`src/rtl/dram_cmd_bus_arbiter_pkg.sv`:
```
// Shared types for the DRAM command bus arbiter: command encoding and bank-index sizing.
package dram_cmd_bus_arbiter_pkg;

  typedef enum logic [1:0] {
    CMD_ACT = 2'd0,
    CMD_RD  = 2'd1,
    CMD_WR  = 2'd2,
    CMD_PRE = 2'd3
  } cmd_e;

  localparam int DEFAULT_NUM_BANKS = 4;
  localparam int BANK_IDX_W        = $clog2(DEFAULT_NUM_BANKS);

  function automatic int idx_width(input int n);
    return (n > 1) ? $clog2(n) : 1;
  endfunction

endpackage

```
`src/rtl/dram_cmd_bus_arbiter_rr_arbiter.sv`:
```
// Round-robin pick among eligible banks, searching upward from the bank after last_grant.
module dram_cmd_bus_arbiter_rr_arbiter
  import dram_cmd_bus_arbiter_pkg::*;
#(
  parameter int NUM_BANKS = DEFAULT_NUM_BANKS,
  parameter int IDX_W     = BANK_IDX_W
) (
  input  logic [NUM_BANKS-1:0] eligible,
  input  logic [IDX_W-1:0]     last_grant,
  output logic [NUM_BANKS-1:0] grant,
  output logic [IDX_W-1:0]     grant_idx,
  output logic                 grant_any
);

  logic [IDX_W-1:0] cand_s;
  logic             hit_s;

  // Rotating first-eligible search; the wrap ends on last_grant itself.
  always_comb begin
    grant     = '0;
    grant_idx = '0;
    grant_any = 1'b0;
    cand_s    = '0;
    hit_s     = 1'b0;
    for (int off = 1; off <= NUM_BANKS; off++) begin
      cand_s        = IDX_W'((int'(last_grant) + off) % NUM_BANKS);
      hit_s         = eligible[cand_s] & ~grant_any;
      grant[cand_s] = hit_s;
      grant_idx     = hit_s ? cand_s : grant_idx;
      grant_any     = grant_any | hit_s;
    end
  end

endmodule

```
`src/rtl/dram_cmd_bus_arbiter.sv`:
```
// DRAM command bus arbiter: round-robin bank grant with tRRD/tCCD spacing into a one-entry output slot.
// Optional DRAM_ARB_STALL_CNT_EN adds a saturating stall_cnt output.
module dram_cmd_bus_arbiter
  import dram_cmd_bus_arbiter_pkg::*;
#(
  parameter int NUM_BANKS = DEFAULT_NUM_BANKS,
  parameter int ADDR_W    = 16,
  parameter int TRRD      = 4,
  parameter int TCCD      = 2
) (
  input  logic                         clk,
  input  logic                         rst,
  input  logic [NUM_BANKS-1:0]         req_valid,
  input  logic [2*NUM_BANKS-1:0]       req_cmd,
  input  logic [ADDR_W*NUM_BANKS-1:0]  req_addr,
  output logic [NUM_BANKS-1:0]         req_ready,
  output logic                         out_valid,
  output logic [1:0]                   out_cmd,
  output logic [$clog2(NUM_BANKS)-1:0] out_bank,
  output logic [ADDR_W-1:0]            out_addr,
  input  logic                         out_ready
`ifdef DRAM_ARB_STALL_CNT_EN
  ,
  output logic [15:0]                  stall_cnt
`endif
);

  localparam int IDX_W  = idx_width(NUM_BANKS);
  localparam int TRRD_W = $clog2(TRRD + 1);
  localparam int TCCD_W = $clog2(TCCD + 1);

  logic [TRRD_W-1:0]    trrd_cnt_r;
  logic [TCCD_W-1:0]    tccd_cnt_r;
  logic [IDX_W-1:0]     last_grant_r;
  logic [NUM_BANKS-1:0] elig_s;
  logic [NUM_BANKS-1:0] grant_vec_s;
  logic [IDX_W-1:0]     grant_idx_s;
  logic                 grant_any_s;
  logic                 slot_free_s;
  logic                 grant_en_s;
  logic [1:0]           win_cmd_s;
  logic [ADDR_W-1:0]    win_addr_s;
  logic                 act_grant_s;
  logic                 col_grant_s;

  // Per-bank eligibility from the command type and the spacing counters.
  always_comb begin
    elig_s = '0;
    for (int i = 0; i < NUM_BANKS; i++) begin
      case (cmd_e'(req_cmd[2*i +: 2]))
        CMD_ACT: elig_s[i] = req_valid[i] && (trrd_cnt_r == '0);
        CMD_RD:  elig_s[i] = req_valid[i] && (tccd_cnt_r == '0);
        CMD_WR:  elig_s[i] = req_valid[i] && (tccd_cnt_r == '0);
        CMD_PRE: elig_s[i] = req_valid[i];
        default: elig_s[i] = 1'b0;
      endcase
    end
  end

  dram_cmd_bus_arbiter_rr_arbiter #(
    .NUM_BANKS (NUM_BANKS),
    .IDX_W     (IDX_W)
  ) u_rr (
    .eligible   (elig_s),
    .last_grant (last_grant_r),
    .grant      (grant_vec_s),
    .grant_idx  (grant_idx_s),
    .grant_any  (grant_any_s)
  );

  // One-hot AND-OR select of the winning bank's command and address.
  always_comb begin
    win_cmd_s  = 2'd0;
    win_addr_s = '0;
    for (int i = 0; i < NUM_BANKS; i++) begin
      win_cmd_s  = win_cmd_s  | ({2{grant_vec_s[i]}} & req_cmd[2*i +: 2]);
      win_addr_s = win_addr_s | ({ADDR_W{grant_vec_s[i]}} & req_addr[ADDR_W*i +: ADDR_W]);
    end
  end

  // A drain and a new grant in the same cycle refill the slot without a bubble.
  assign slot_free_s = !out_valid || out_ready;
  assign grant_en_s  = slot_free_s && grant_any_s;
  assign req_ready   = grant_en_s ? grant_vec_s : '0;
  assign act_grant_s = grant_en_s && (win_cmd_s == CMD_ACT);
  assign col_grant_s = grant_en_s && ((win_cmd_s == CMD_RD) || (win_cmd_s == CMD_WR));

  // Output slot register.
  always_ff @(posedge clk or posedge rst) begin
    if (rst) begin
      out_valid <= 1'b0;
      out_cmd   <= 2'd0;
      out_bank  <= '0;
      out_addr  <= '0;
    end else if (grant_en_s) begin
      out_valid <= 1'b1;
      out_cmd   <= win_cmd_s;
      out_bank  <= grant_idx_s;
      out_addr  <= win_addr_s;
    end else if (out_ready) begin
      out_valid <= 1'b0;
    end
  end

  // Round-robin pointer; reset value gives bank 0 first priority.
  always_ff @(posedge clk or posedge rst) begin
    if (rst) begin
      last_grant_r <= IDX_W'(NUM_BANKS - 1);
    end else if (grant_en_s) begin
      last_grant_r <= grant_idx_s;
    end
  end

  // ACT-to-ACT spacing counter, saturating at zero.
  always_ff @(posedge clk or posedge rst) begin
    if (rst) begin
      trrd_cnt_r <= '0;
    end else if (act_grant_s) begin
      trrd_cnt_r <= TRRD_W'(TRRD - 1);
    end else if (trrd_cnt_r != '0) begin
      trrd_cnt_r <= trrd_cnt_r - TRRD_W'(1);
    end
  end

  // Column-to-column spacing counter, saturating at zero.
  always_ff @(posedge clk or posedge rst) begin
    if (rst) begin
      tccd_cnt_r <= '0;
    end else if (col_grant_s) begin
      tccd_cnt_r <= TCCD_W'(TCCD - 1);
    end else if (tccd_cnt_r != '0) begin
      tccd_cnt_r <= tccd_cnt_r - TCCD_W'(1);
    end
  end

`ifdef DRAM_ARB_STALL_CNT_EN
  // Counts cycles with a pending request that did not receive a grant.
  always_ff @(posedge clk or posedge rst) begin
    if (rst) begin
      stall_cnt <= 16'd0;
    end else if ((|req_valid) && !grant_en_s && (stall_cnt != 16'hFFFF)) begin
      stall_cnt <= stall_cnt + 16'd1;
    end
  end
`endif

endmodule

```
`config.mk`:
```
export PLATFORM = sky130hd
export DESIGN_NAME = dram_cmd_bus_arbiter
export DESIGN_NICKNAME = d
export VERILOG_FILES = /design/src/rtl/dram_cmd_bus_arbiter_pkg.sv /design/src/rtl/dram_cmd_bus_arbiter_rr_arbiter.sv /design/src/rtl/dram_cmd_bus_arbiter.sv
export SDC_FILE = /design/constraint.sdc
export NUM_CORES = 1
export LEC_CHECK = 0
export ABC_CLOCK_PERIOD_IN_PS = 3700
export BUFFER_PORTS_ARGS = -buffer_cell sky130_fd_sc_hd__buf_2
export CAP_MARGIN = 10
export CORE_UTILIZATION = 42
export CTS_BUF_LIST = sky130_fd_sc_hd__clkbuf_4 sky130_fd_sc_hd__clkbuf_8 sky130_fd_sc_hd__clkbuf_16
export CTS_CLUSTER_DIAMETER = 40
export DETAILED_ROUTE_END_ITERATION = 7
export PLACE_DENSITY = 0.84
export SLEW_MARGIN = 15
export SYNTH_ARGS = -nofsm -noshare
export SYNTH_HDL_FRONTEND = slang
export SYNTH_HIERARCHICAL = 1
export SYNTH_SLANG_ARGS = --single-unit
export TNS_END_PERCENT = 1
```
`constraint.sdc`:
```
create_clock -name clk -period 3.7 [get_ports clk]
set_input_delay 0 -clock clk [delete_from_list [all_inputs] [get_ports clk]]
set_output_delay 0 -clock clk [all_outputs]
set_load 0.01 [all_outputs]
```
## After elaboration in Yosys (flattened, before gate mapping)

Cells that the tools add are included.

| storage, ports and cells | value |
|---|---|
| flip-flop bits (word level) | 28 |
| input port bits | 79 |
| word-level logic and storage cells | 127 |
| output and inout bits | 25 |

| cells by class | value |
|---|---|
| muxes and demuxes | 34 |
| eq/ne operators | 14 |
| $add $sub $neg | 6 |
| $lt $le $gt $ge | 8 |
| reductions and logical operators | 34 |
| bitwise operators | 24 |

Operators with widths:

| cell | number |
|---|---|
| $and 16x16->16 | 4 |
| $or 16x16->16 | 3 |
| $eq 2x2->1 const B | 9 |
| $logic_and 1x1->1 | 15 |
| $bwmux 4 | 3 |
| $logic_not 2->1 | 6 |
| $lt 2x3->1 const B | 4 |
| $mux 2 | 6 |
| $pmux 1 s3 | 4 |
| $eq 2x1->1 const B | 5 |
| $mux 1 | 10 |
| $and 2x2->2 | 4 |
| $bmux 1 s2 | 4 |
| $demux 1 s2 | 4 |
| $ge 2x1->1 const B | 4 |
| $reduce_bool 2->1 | 4 |
| $reduce_or 2->1 | 4 |
| $mux 3 | 2 |
| $or 2x2->2 | 3 |
| $add 2x1->2 const B | 2 |
| $add 2x2->2 const B | 2 |
| $and 4x4->4 | 1 |
| $mux 4 | 1 |
| $and 1x1->1 | 3 |
| 8 further kinds | 13 |

## Longest topological paths before layout

Gate-level depths: netlist (run 1).

| logic depth | value |
|---|---|
| depth after elaboration | 22 |
| mapped depth | 16 |
| gate-level depth less buffers | 14 |

## Modules after synthesis

The synthesis (run 1) kept the hierarchy.

Modules (own cells, without submodules):

| module | area each (um^2) | seq. area each (um^2) | cells an instance | times used |
|---|---|---|---|---|
| dram_cmd_bus_arbiter | 1,686.6 | 703.2 | 163 | 1 |
| dram_cmd_bus_arbiter_rr_arbiter | 510.5 | 0.0 | 54 | 1 |

## Least setup slack after synthesis (run 1)

Ideal clock, no wire load.

| timing | value |
|---|---|
| kind | reg2reg |
| from | reg trrd_cnt_r[0] |
| to | reg tccd_cnt_r[0] |
| required time | 3.582 ns |
| library setup time | 0.118 ns |
| cell stages (with the launch flop) | 15 |
| buffers on the path | 2 |
| arrival time | 3.631 ns |
| slack | -0.049 ns |
| cell sequence | dfrtp_1 inv_1 ha_1 ha_1 clkbuf_1 mux2_2 o21a_1 mux4_1 or4b_4 a221oi_1 buf_2 a22o_1 a221oi_2 ha_1 a21o_1 |

| between the ends | value |
|---|---|
| longest elaborated chain between the ends | 22 |
| elaborated cells between the ends (all ways) | 44 |
| classes of those cells | eq/ne: 2; mux: 16; bitwise: 17; reduce/logical: 9 |

RTL lines:

| item | RTL line | RTL |
|---|---|---|
| start: declaration | dram_cmd_bus_arbiter.sv:32 | `logic [TRRD_W-1:0] trrd_cnt_r;` |
| start signal: assignment | dram_cmd_bus_arbiter.sv:119 | `trrd_cnt_r <= TRRD_W'(TRRD - 1);` |
| start signal: assignment | dram_cmd_bus_arbiter.sv:121 | `trrd_cnt_r <= trrd_cnt_r - TRRD_W'(1);` |
| $logic_not 3->1 (*) | dram_cmd_bus_arbiter.sv:51 | `CMD_ACT: elig_s[i] = req_valid[i] && (trrd_cnt_r == '0);` |
| $logic_and 1x1->1 (*) | dram_cmd_bus_arbiter.sv:51 |  |
| $pmux 1 s3 (*) | dram_cmd_bus_arbiter.sv:50 | `case (cmd_e'(req_cmd[2*i +: 2]))` |
| net elig_s[3] | dram_cmd_bus_arbiter.sv:35 | `logic [NUM_BANKS-1:0] elig_s;` |
| $bmux 1 s2 | dram_cmd_bus_arbiter_rr_arbiter.sv:27 | `hit_s = eligible[cand_s] & ~grant_any;` |
| $mux 1 (not written as such) | dram_cmd_bus_arbiter_rr_arbiter.sv:27 |  |
| $not 1->1 | dram_cmd_bus_arbiter_rr_arbiter.sv:27 |  |
| $and 1x1->1 | dram_cmd_bus_arbiter_rr_arbiter.sv:27 |  |
| (+6 left out) | n/a |  |
| $bwmux 4 (*) | dram_cmd_bus_arbiter_rr_arbiter.sv:28 | `grant[cand_s] = hit_s;` |
| net grant_vec_s[1] | dram_cmd_bus_arbiter.sv:36 | `logic [NUM_BANKS-1:0] grant_vec_s;` |
| $and 2x2->2 (*) | dram_cmd_bus_arbiter.sv:76 | `win_cmd_s = win_cmd_s \| ({2{grant_vec_s[i]}} & req_cmd[2*i +: 2]);` |
| $or 2x2->2 (*) (3 in series) | dram_cmd_bus_arbiter.sv:76 |  |
| $eq 2x1->1 or $eq 2x2->1 (tied branches) | dram_cmd_bus_arbiter.sv:86 | `assign col_grant_s = grant_en_s && ((win_cmd_s == CMD_RD) \|\| (win_cmd_s == CMD_WR));` |
| $logic_or 1x1->1 (*) | dram_cmd_bus_arbiter.sv:86 |  |
| $logic_and 1x1->1 (*) | dram_cmd_bus_arbiter.sv:86 |  |
| $mux 2 or $reduce_bool 2->1 (tied branches) | n/a |  |
| end signal: assignment | dram_cmd_bus_arbiter.sv:130 | `tccd_cnt_r <= TCCD_W'(TCCD - 1);` |
| end signal: assignment | dram_cmd_bus_arbiter.sv:132 | `tccd_cnt_r <= tccd_cnt_r - TCCD_W'(1);` |
| end: declaration | dram_cmd_bus_arbiter.sv:33 | `logic [TCCD_W-1:0] tccd_cnt_r;` |

The timed path passes the listed nets; every way through them passes the cells marked *. The select of a mux whose other input is x is not followed.
A chain may end at the register's enable or synchronous reset.

## Worst setup path after layout (run 1)

| timing | value |
|---|---|
| from | reg trrd_cnt_r[0] |
| to | out req_ready[3] |

| between the ends | value |
|---|---|
| elaborated cells between the ends (all ways) | 32 |
| classes of those cells | mux: 16; bitwise: 10; reduce/logical: 6 |

RTL lines:

| item | RTL line | RTL |
|---|---|---|
| $logic_not 3->1 (*) | dram_cmd_bus_arbiter.sv:51 |  |
| $logic_and 1x1->1 (*) | dram_cmd_bus_arbiter.sv:51 |  |
| $pmux 1 s3 (*) | dram_cmd_bus_arbiter.sv:50 |  |
| net elig_s[2] | dram_cmd_bus_arbiter.sv:35 |  |
| $bmux 1 s2 | dram_cmd_bus_arbiter_rr_arbiter.sv:27 |  |
| $mux 1 (not written as such) | dram_cmd_bus_arbiter_rr_arbiter.sv:27 |  |
| $not 1->1 | dram_cmd_bus_arbiter_rr_arbiter.sv:27 |  |
| $and 1x1->1 | dram_cmd_bus_arbiter_rr_arbiter.sv:27 |  |
| $or 1x1->1 | dram_cmd_bus_arbiter_rr_arbiter.sv:30 | `grant_any = grant_any \| hit_s;` |
| $not 1->1 | dram_cmd_bus_arbiter_rr_arbiter.sv:27 |  |
| $and 1x1->1 | dram_cmd_bus_arbiter_rr_arbiter.sv:27 |  |
| $or 1x1->1 | dram_cmd_bus_arbiter_rr_arbiter.sv:30 |  |
| $not 1->1 | dram_cmd_bus_arbiter_rr_arbiter.sv:27 |  |
| $and 1x1->1 | dram_cmd_bus_arbiter_rr_arbiter.sv:27 |  |
| $bwmux 4 (*) | dram_cmd_bus_arbiter_rr_arbiter.sv:28 |  |
| net grant_vec_s[3] | dram_cmd_bus_arbiter.sv:36 |  |
| $mux 4 (*) | dram_cmd_bus_arbiter.sv:84 | `assign req_ready = grant_en_s ? grant_vec_s : '0;` |
| end: declaration | dram_cmd_bus_arbiter.sv:16 | `output logic [NUM_BANKS-1:0] req_ready,` |

Marked as above.

==> results of run 1 <==
[cell type report]
type / count / area, um2 / area share
Clock buffer: 4 / 55.1 / 0.0182
Timing Repair Buffer: 124 / 679 / 0.225
Multi-Input combinational cell: 161 / 1460 / 0.484
Sequential cell: 28 / 703 / 0.233
Tap cell: 67 / 83.8 / 0.0278
Inverter: 10 / 37.5 / 0.0124
[final timing paths]
kind / start / to / slack [ns] / cells after the start
max: trrd_cnt_r[0]$_DFFE_PP0P_ / req_ready[3] / -0.009 / 12
min: req_addr[61] / out_addr[13]$_DFFE_PP0N_ / 0.04 / 3
max reg2reg: trrd_cnt_r[0]$_DFFE_PP0P_ / tccd_cnt_r[0]$_DFFE_PP0P_ / 0 / 13
min reg2reg: out_bank[0]$_DFFE_PP0N_ / out_bank[0]$_DFFE_PP0N_ / 0.52 / 1
max in group asynchronous: rst / out_addr[4]$_DFFE_PP0N_ / 2.95 / 3
min in group asynchronous: rst / out_bank[0]$_DFFE_PP0N_ / 0.35 / 3
[cell families (layout without fill, tap and decap cells)]
kind of cell,after synthesis,after routing,share of synthesized area
muxes,16,16,0.114
DFF,28,28,0.320
buffers and inverters,28,138,0.0678
xor gates and xnor gates,2,2,0.00797
and+or+nand+nor,32,32,0.0962
AOI/OAI and AO/OA,95,95,0.303
adders and majority gates,16,16,0.0911
[flip-flops by register name (all words and copies together), names as in the netlist]
name          cells
out_valid         1
out_bank          2
out_cmd           2
tccd_cnt_r        2
out_addr         16
trrd_cnt_r        3
last_grant_r      2
[what timing repair did]
item                                    CTS  global route
gates resized for setup                  13            12
hold buffers                              0             1
endpoints found under the setup margin    7             9
buffers inserted                          5             1
hold endpoints to repair                  0            26
pin swaps                                 4             5
[power groups by stage]
| stage | logic [uW] | clock network (uW) | registers (uW) |
|---|---|---|---|
| final | 2510 | 194 | 562 |
| after global placement | 2200 | 0 | 559 |
| after global routing | 2730 | 207 | 575 |
| after CTS | 2400 | 200 | 559 |
| after floorplan | 1570 | 0 | 630 |
| after detailed placement | 2250 | 0 | 567 |
[placed cells by master, fill, tap and decap left out, types with 2 or more instances in the layout]
| master | n |
|---|---|
| a2111oi_2 | 3 |
| a21oi_1 | 22 |
| a21oi_2 | 2 |
| a221oi_2 | 2 |
| a221oi_4 | 2 |
| a22o_1 | 2 |
| a22oi_1 | 32 |
| a31oi_1 | 16 |
| and2_4 | 2 |
| and3_1 | 4 |
| and3b_2 | 3 |
| buf_2 | 103 |
| buf_4 | 19 |
| clkbuf_8 | 4 |
| dfrtp_1 | 26 |
| dfstp_2 | 2 |
| ha_1 | 12 |
| ha_2 | 3 |
| inv_1 | 9 |
| mux2_2 | 6 |
| mux2_4 | 5 |
| mux4_2 | 3 |
| nand2_1 | 5 |
| nor2_1 | 4 |
| nor2b_1 | 4 |
| o21a_4 | 3 |
| o21ai_0 | 2 |
| or3_1 | 2 |
[routing by layer]
metal	global-route usage	routed length (um)
met5	0	0
met4	0.0587	66
met3	0.0244	413
met2	0.443	3450
met1	0.287	2800
[worst max-delay path: stages, from the launching register on]
cell	delay (ns)
dfrtp_1	0.36
inv_1	0.05
ha_2	0.18
ha_4	0.17
mux2_4	0.27
o21a_4	0.22
mux4_2	0.55
or4b_4	0.56
buf_4	0.17
a221oi_4	0.38
buf_4	0.24
and3_1	0.16
buf_2	0.12
[per-stage QoR]
stage	hold WS [ns]	std cells	setup TNS (ns)
3_5_place_dp	0.327	383	-0.168
5_1_grt	0.0416	394	-0.471
4_1_cts	0.0228	392	-0.0164
6_report	0.0389	394	-0.0100
3_3_place_gp	0.309	383	0
2_1_floorplan	0.0639	217	0
==> metrics.cfg, run 1 <==
[cells_and_area]
finalInstanceArea_mm2=0.00302
insertedDiodeCount=0
drive_gt1_frac=0.526
postLayoutCoreUtil=0.619
nNetsFinal=423
n_fill_cell=403
area_delta_synth_final_pct=37.4

[synth]
synth_nets=312
syn_avg_cell_area_um2=10.1
synthDistinctLibCells=49
syn_area_mm2=0.00220
yosys-top-cells-count=32 x a22oi_1, 26 x dfrtp_1, 22 x a21oi_1
syn_inst=217
synth_warnings=6
synth_flop_cell=dfrtp_1
ys_seq_area_frac=0.320
synth.ff_latch_count=28
ys_async_sr_fraction=1.00
netlist_top_cells_area=dfrtp_1 30%, a22oi_1 11%, ha_1 9.1%
synthMostInstantiatedCell=a22oi_1
synth_largest_area_cell=dfrtp_1
netlist.area_leader.share=0.296
synth_edf_count=0

[cts]
tritoncts=done
cts_buffers=3
htreeDepth=1
insertion_delay_ns=0.28
clkSinkCount=28
cts-root-buf=clkbuf_8
clk_pin_slew_worst_paths_ns=0.10
clk_path_buf_depth=2

[worst_setup_path]
critPathLaunchType=flop
critPathCaptureType=output pin
crit_fanout=9
cp.required_ns=3.70
critPathArrivalTime_ns=3.71
setup.worst_path.class=reg2out

[timing]
hold_viol=0
worst_slew_pin_slew_ns=0.618
drv_slew=0
finalCritPeriodShare=1.00
fmax_mhz=270
setup_viol=2
relSlewSlack=0.588
fin_ws_ns=-0.00905
rsz0062_at_grt=yes
finClkSkew_ns=0.0106
min_period_ns=3.71

[power]
power_density_mw_per_mm2=1080
combPwrFrac=0.768
ir_drop_mv=0.662
clkPwrFrac=0.059
power_switching_uw=1540
p_leak_uw=0.00144
p_seq_frac=0.172
swShare=0.473
power.total_uw=3260
intPower_uw=1720

[floorplanning]
floorplan.die.width_um=74.3
rows=25
fp.dieH_um=74.3
die-area_mm2=0.00552
start_util=0.450
io_pins=104
design.core.area_mm2=0.00488

[grt]
grt_pass1_wl_um=10100
grt_usage=0.236
grt_pass1_vias=2202
grt_max_degree=29
overflow=0
grt_antenna_before_repair=0

[run]
drv_cap=0

[routing]
ant_nets=0
drt_iter0_drc=185
wl_per_cell_um=17.1
wl_um=6740
drt-vias-per-instance=5.76
vias=2270
first_pass_iters=4
drc_errors=0

[status]
status=complete, but fails checks
violations=setup timing

[placed_design]
post-place-ws_ns=-0.108
placed_cell_area_mm2=0.00281
port_buffers=103
place_congestion=0.870
dp.final_hpwl_um=4690

[hold_path]
worstHoldPathType=in2reg

Note: power is estimated with default switching activity, not from simulation.
==> inputs of run 2 (changes only) <==
- CORE_UTILIZATION: 42 -> 35
- PLACE_DENSITY: 0.84 -> 0.74
- SKIP_CTS_REPAIR_TIMING: not set -> 1
==> metrics.cfg, run 2 (synthesized netlist as in run 1, its figures left out) <==
[floorplanning]
die-area_mm2=0.00660  ; +19%
floorplan.die.width_um=81.2  ; +9.3%
design.core.area_mm2=0.00599  ; +23%
io_pins=104  ; unchanged
rows=28  ; +12%
start_util=0.367  ; -0.0835
fp.dieH_um=81.2  ; +9.3%

[grt]
grt_antenna_before_repair=0  ; unchanged
overflow=0  ; unchanged
grt_usage=0.190  ; -0.0457
grt_max_degree=29  ; unchanged
grt_pass1_vias=2047  ; -7.0%
grt_pass1_wl_um=9550  ; -5.8%

[worst_setup_path]
crit_fanout=6  ; -3
critPathCaptureType=flop
critPathArrivalTime_ns=4.06  ; +0.35 ns
cp.required_ns=3.88  ; +0.18 ns
setup.worst_path.class=reg2reg
critPathLaunchType=flop

[placed_design]
dp.final_hpwl_um=4650  ; -0.89%
place_congestion=0.885  ; +1.7%
port_buffers=103  ; unchanged
placed_cell_area_mm2=0.00282  ; +0.62%
post-place-cells=392  ; +2.3%
post-place-ws_ns=-0.120  ; -0.0125 ns

[timing]
rsz0062_at_grt=yes
worst_slew_pin_slew_ns=0.992  ; +0.374 ns
finClkSkew_ns=0.00382  ; -0.00674 ns
fmax_mhz=257  ; -4.5%
min_period_ns=3.88  ; +0.175 ns
hold_viol=0  ; unchanged
finalSetupTns_ns=-0.591  ; -0.581 ns
setup_viol=6  ; +4
fin_ws_ns=-0.184  ; -0.175 ns
relSlewSlack=0.335  ; -0.253
drv_slew=0  ; unchanged
finalCritPeriodShare=1.05  ; +0.0473

[cells_and_area]
layout_commonest_cell=buf_2
largest-register=out_addr
area_delta_synth_final_pct=39.4
insertedDiodeCount=0  ; unchanged
fin_cells=405  ; +2.8%
drive_gt1_frac=0.524  ; -0.00175
finalInstanceArea_mm2=0.00306  ; +1.4%
nNetsFinal=426  ; +0.71%
reg_top3=out_addr x16, trrd_cnt_r x3
layout_common_cells=103 x buf_2, 32 x a22oi_1, 26 x dfrtp_1, 22 x a21oi_1, 22 x buf_4
largest_reg_flops=16  ; unchanged

[routing]
drt-vias-per-instance=5.59  ; -3.0%
drt-met1-wl_um=2790  ; -0.43%
met3_wirelength_um=319  ; -23%
drc_errors=0  ; unchanged
first_pass_iters=4  ; unchanged
drt_iter0_drc=168  ; -9.2%
vias=2263  ; -0.31%
ant_nets=0  ; unchanged
top_layer=met4
wl_per_cell_um=16.0  ; -6.7%
wl_met2_um=3270  ; -5.3%
wl_um=6460  ; -4.1%

[power]
p_leak_uw=0.00146  ; +1.2%
ir_drop_mv=0.499  ; -25%
power.total_uw=3340  ; +2.2%
power_density_mw_per_mm2=1090  ; +0.81%

[hold_path]
worstHoldPathType=in2reg

[cts]
clk_pin_slew_worst_paths_ns=0.10  ; about the same
insertion_delay_ns=0.28  ; about the same
cts_buffers=3  ; unchanged
clk_path_buf_depth=2  ; unchanged
tritoncts=done
clkSinkCount=28  ; unchanged
cts-root-buf=clkbuf_8
htreeDepth=1  ; unchanged

[status]
violations=setup timing
status=complete, but fails checks

[run]
drv_cap=0  ; unchanged

-- run 2: cell type report --
class | instances | area (um2)
Fill cell | 549 | 2930
Multi-Input combinational cell | 161 | 1450
Sequential cell | 28 | 703
Timing Repair Buffer | 127 | 702
Tap cell | 75 | 93.8
Clock buffer | 3 | 41.3
Inverter | 10 | 37.5
Clock inverter | 1 | 30.0
-- run 2: worst max-delay path: stages (launching register included) --
cell       delay, ns
dfrtp_1         0.36
inv_1           0.05
ha_2            0.19
ha_4            0.18
mux2_2          0.27
o21a_4          0.21
mux4_2          0.53
buf_4           0.17
and3b_2         0.21
a2111oi_0       0.66
a221oi_2        0.15
a221oi_2        0.32
ha_1            0.31
a21o_1          0.17
-- run 2: final timing paths --
check | start | endpoint | slack [ns] | cells after the start
worst max-delay path | trrd_cnt_r[0]$_DFFE_PP0P_ | tccd_cnt_r[0]$_DFFE_PP0P_ | -0.18 | 13
worst min-delay path | req_addr[30] | out_addr[14]$_DFFE_PP0N_ | 0.04 | 3
worst max register to register | trrd_cnt_r[0]$_DFFE_PP0P_ | tccd_cnt_r[0]$_DFFE_PP0P_ | -0.18 | 13
worst min register to register | out_bank[0]$_DFFE_PP0N_ | out_bank[0]$_DFFE_PP0N_ | 0.52 | 1
max in group asynchronous | rst | out_addr[2]$_DFFE_PP0N_ | 2.87 | 3
min in group asynchronous | rst | out_addr[12]$_DFFE_PP0N_ | 0.38 | 3
-- run 2: per-stage QoR --
stage / util / hold slack [ns]
after CTS: 0.483 / 0.0101
after global placement: 0.471 / 0.306
final: 0.511 / 0.0353
after detailed placement: 0.471 / 0.319
after global routing: 0.511 / 0.0300
after floorplan: - / 0.0639
-- run 2: layer usage --
metal	vias up	GRT usage
li1	1072	-
met1	1084	0.231
met2	99	0.345
met3	8	0.0270
met4	0	0.0571
met5	-	0
-- run 2: power breakdown --
part           switching [uW]  internal, uW  leakage, uW
logic                    1360          1180      0.00111
clock network            98.4           145    0.0000357
registers                76.3           484     0.000315
total                    1530          1800      0.00146
==> inputs of run 3 (changes only) <==
- CORE_UTILIZATION: 35 -> 42
- PLACE_DENSITY: 0.74 -> 0.84
==> metrics.cfg, run 3 (synthesized netlist as in run 1, its figures left out) <==
[status]
status=complete, but fails checks
violations=setup timing

[worst_setup_path]
crit_start=trrd_cnt_r[0]$_DFFE_PP0P_
reg2reg_from=trrd_cnt_r[0]$_DFFE_PP0P_
critPathArrivalTime_ns=3.91  ; -0.15 ns
critPathLaunchType=flop
max_stage_delay_ns=0.66  ; about the same
reg2reg_depth=12  ; -1
setup.worst_path.class=reg2reg
r2r-end=tccd_cnt_r[0]$_DFFE_PP0P_
path_cells=inv_1, ha_2, ha_4, mux2_2, o21a_4, mux4_2, and2b_2, a2111oi_1, a311oi_4, a221oi_2, ha_1, a21o_1
worstSetupEndpoint=tccd_cnt_r[0]$_DFFE_PP0P_
crit_fanout=5  ; -1
critPathCaptureType=flop
cp.required_ns=3.88  ; about the same
r2r_slack_ns=-0.03  ; +0.16 ns
slowest_stage=a2111oi_1

[cells_and_area]
layout_commonest_cell=buf_2
reg_top3=out_addr x16, trrd_cnt_r x3
largest-register=out_addr
nNetsFinal=421  ; -1.2%
drive_gt1_frac=0.508  ; -0.0166
n_fill_cell=405  ; -26%
largest_reg_flops=16  ; unchanged
insertedDiodeCount=0  ; unchanged
area_delta_synth_final_pct=35.0
layout_common_cells=103 x buf_2, 32 x a22oi_1, 26 x dfrtp_1, 22 x a21oi_1, 16 x a31oi_1
finalInstanceArea_mm2=0.00297  ; -3.1%

[cts]
clk_pin_slew_worst_paths_ns=0.10  ; about the same
tritoncts=done
htreeDepth=1  ; unchanged
cts_buffers=3  ; unchanged
clk_path_buf_depth=2  ; unchanged
insertion_delay_ns=0.28  ; about the same
clkSinkCount=28  ; unchanged
cts-root-buf=clkbuf_8

[timing]
finClkSkew_ns=0.0101  ; +0.00626 ns
rsz0062_at_grt=yes
setup_viol=1  ; -5
fin_hold_ws_ns=0.0382  ; +0.00294 ns
drv_slew=0  ; unchanged
finalCritPeriodShare=1.01  ; -0.0422
finalSetupTns_ns=-0.0280  ; +0.563 ns
hold_viol=0  ; unchanged
relSlewSlack=0.559  ; +0.224
fmax_mhz=268  ; +4.2%
min_period_ns=3.73  ; -0.156 ns
worst_slew_pin_slew_ns=0.660  ; -0.332 ns
fin_ws_ns=-0.0280  ; +0.156 ns

[routing]
drt-vias-per-instance=5.73  ; +2.6%
ant_nets=0  ; unchanged
wl_per_cell_um=16.9  ; +6.2%
wl_um=6640  ; +2.8%
first_pass_iters=4  ; unchanged
drt_iter0_drc=166  ; -1.2%
vias=2247  ; -0.71%
drc_errors=0  ; unchanged

[placed_design]
placed_cell_area_mm2=0.00281  ; -0.62%
place_congestion=0.870  ; -1.7%
dp.final_hpwl_um=4690  ; +0.90%
port_buffers=103  ; unchanged

[floorplanning]
die-area_mm2=0.00552  ; -16%
rows=25  ; -11%
io_pins=104  ; unchanged
floorplan.die.width_um=74.3  ; -8.5%
design.core.area_mm2=0.00488  ; -19%
fp.dieH_um=74.3  ; -8.5%
start_util=0.450  ; +0.0835

[power]
combPwrFrac=0.763  ; +0.004
ir_drop_mv=0.618  ; +24%
p_leak_uw=0.00143  ; -2.0%
power_switching_uw=1500  ; -1.7%
intPower_uw=1690  ; -6.5%
clkPwrFrac=0.061  ; -0.012
swShare=0.471  ; +0.0124
p_seq_frac=0.176  ; +0.008
power_density_mw_per_mm2=1080  ; -1.2%

[grt]
grt_max_degree=29  ; unchanged
grt_pass1_vias=2135  ; +4.3%
overflow=0  ; unchanged
grt_pass1_wl_um=9800  ; +2.6%
grt_usage=0.229  ; +0.0384
grt_antenna_before_repair=0  ; unchanged

[hold_path]
worstHoldPathType=in2reg

[run]
drv_cap=0  ; unchanged

run 3: cell count changes in the layout (fill, tap and decap cells not counted), moves of 2 or more:
cell / change
buf_4: -7
a2111oi_1: +2
buf_6: +2
o21a_4: -2
run 3: power by group through the flow:
| stage | Sequential [uW] | Combinational [uW] | Clock (uW) |
|---|---|---|---|
| finish | 562 | 2440 | 194 |
| CTS | 561 | 2270 | 200 |
| global route | 574 | 2650 | 207 |
| global placement | 559 | 2200 | 0 |
| detailed placement | 567 | 2250 | 0 |
| floorplan | 630 | 1570 | 0 |
run 3: worst min-delay path by stage:
stage / cells after the start / endpoint / startpoint
final: 3 / out_addr[13]$_DFFE_PP0N_ / req_addr[61]
after global routing: 3 / out_addr[4]$_DFFE_PP0N_ / req_addr[52]
after CTS: 2 / out_bank[0]$_DFFE_PP0N_ / rst
after detailed placement: 2 / out_addr[10]$_DFFE_PP0N_ / rst
after global placement: 2 / out_addr[10]$_DFFE_PP0N_ / rst
after floorplan: 1 / out_addr[0]$_DFFE_PP0N_ / rst
run 3: routing by layer:
| layer | share of wire | track usage | up-vias | routed length (um) |
|---|---|---|---|---|
| met2 | 0.51 | 0.427 | 104 | 3410 |
| met4 | 0.011 | 0.0587 | 0 | 70 |
| met3 | 0.046 | 0.0230 | 6 | 304 |
| met1 | 0.43 | 0.280 | 1073 | 2850 |
| li1 | - | - | 1064 | - |
| met5 | 0 | 0 | - | 0 |
run 3: final cells by class:
type	instances	area, um2	area share
multi-input combinational	161	1410	0.477
sequential	28	703	0.237
timing repair buffer	122	672	0.227
tap	67	83.8	0.0283
clock buffer	4	55.1	0.0186
inverter	10	37.5	0.0127
run 3: stage by stage:
step	total power (uW)	util	cells	setup WS (ns)
final	3190	0.608	392	-0.0280
after global routing	3430	0.608	392	-0.143
after CTS	3030	0.586	387	-0.200
after detailed placement	2820	0.575	383	-0.108
after global placement	2750	0.575	383	0.0392
after floorplan	2200	-	217	0.0152
run 3: worst max-delay path, delay by kind of cell (launching register included):
family | cells | cell delay, ns
DFF | 1 | 0.36
AOI/OAI and AO/OA | 5 | 1.50
adders and majority gates | 3 | 0.66
buffers and inverters | 1 | 0.05
muxes | 2 | 0.78
and+or+nand+nor | 1 | 0.25
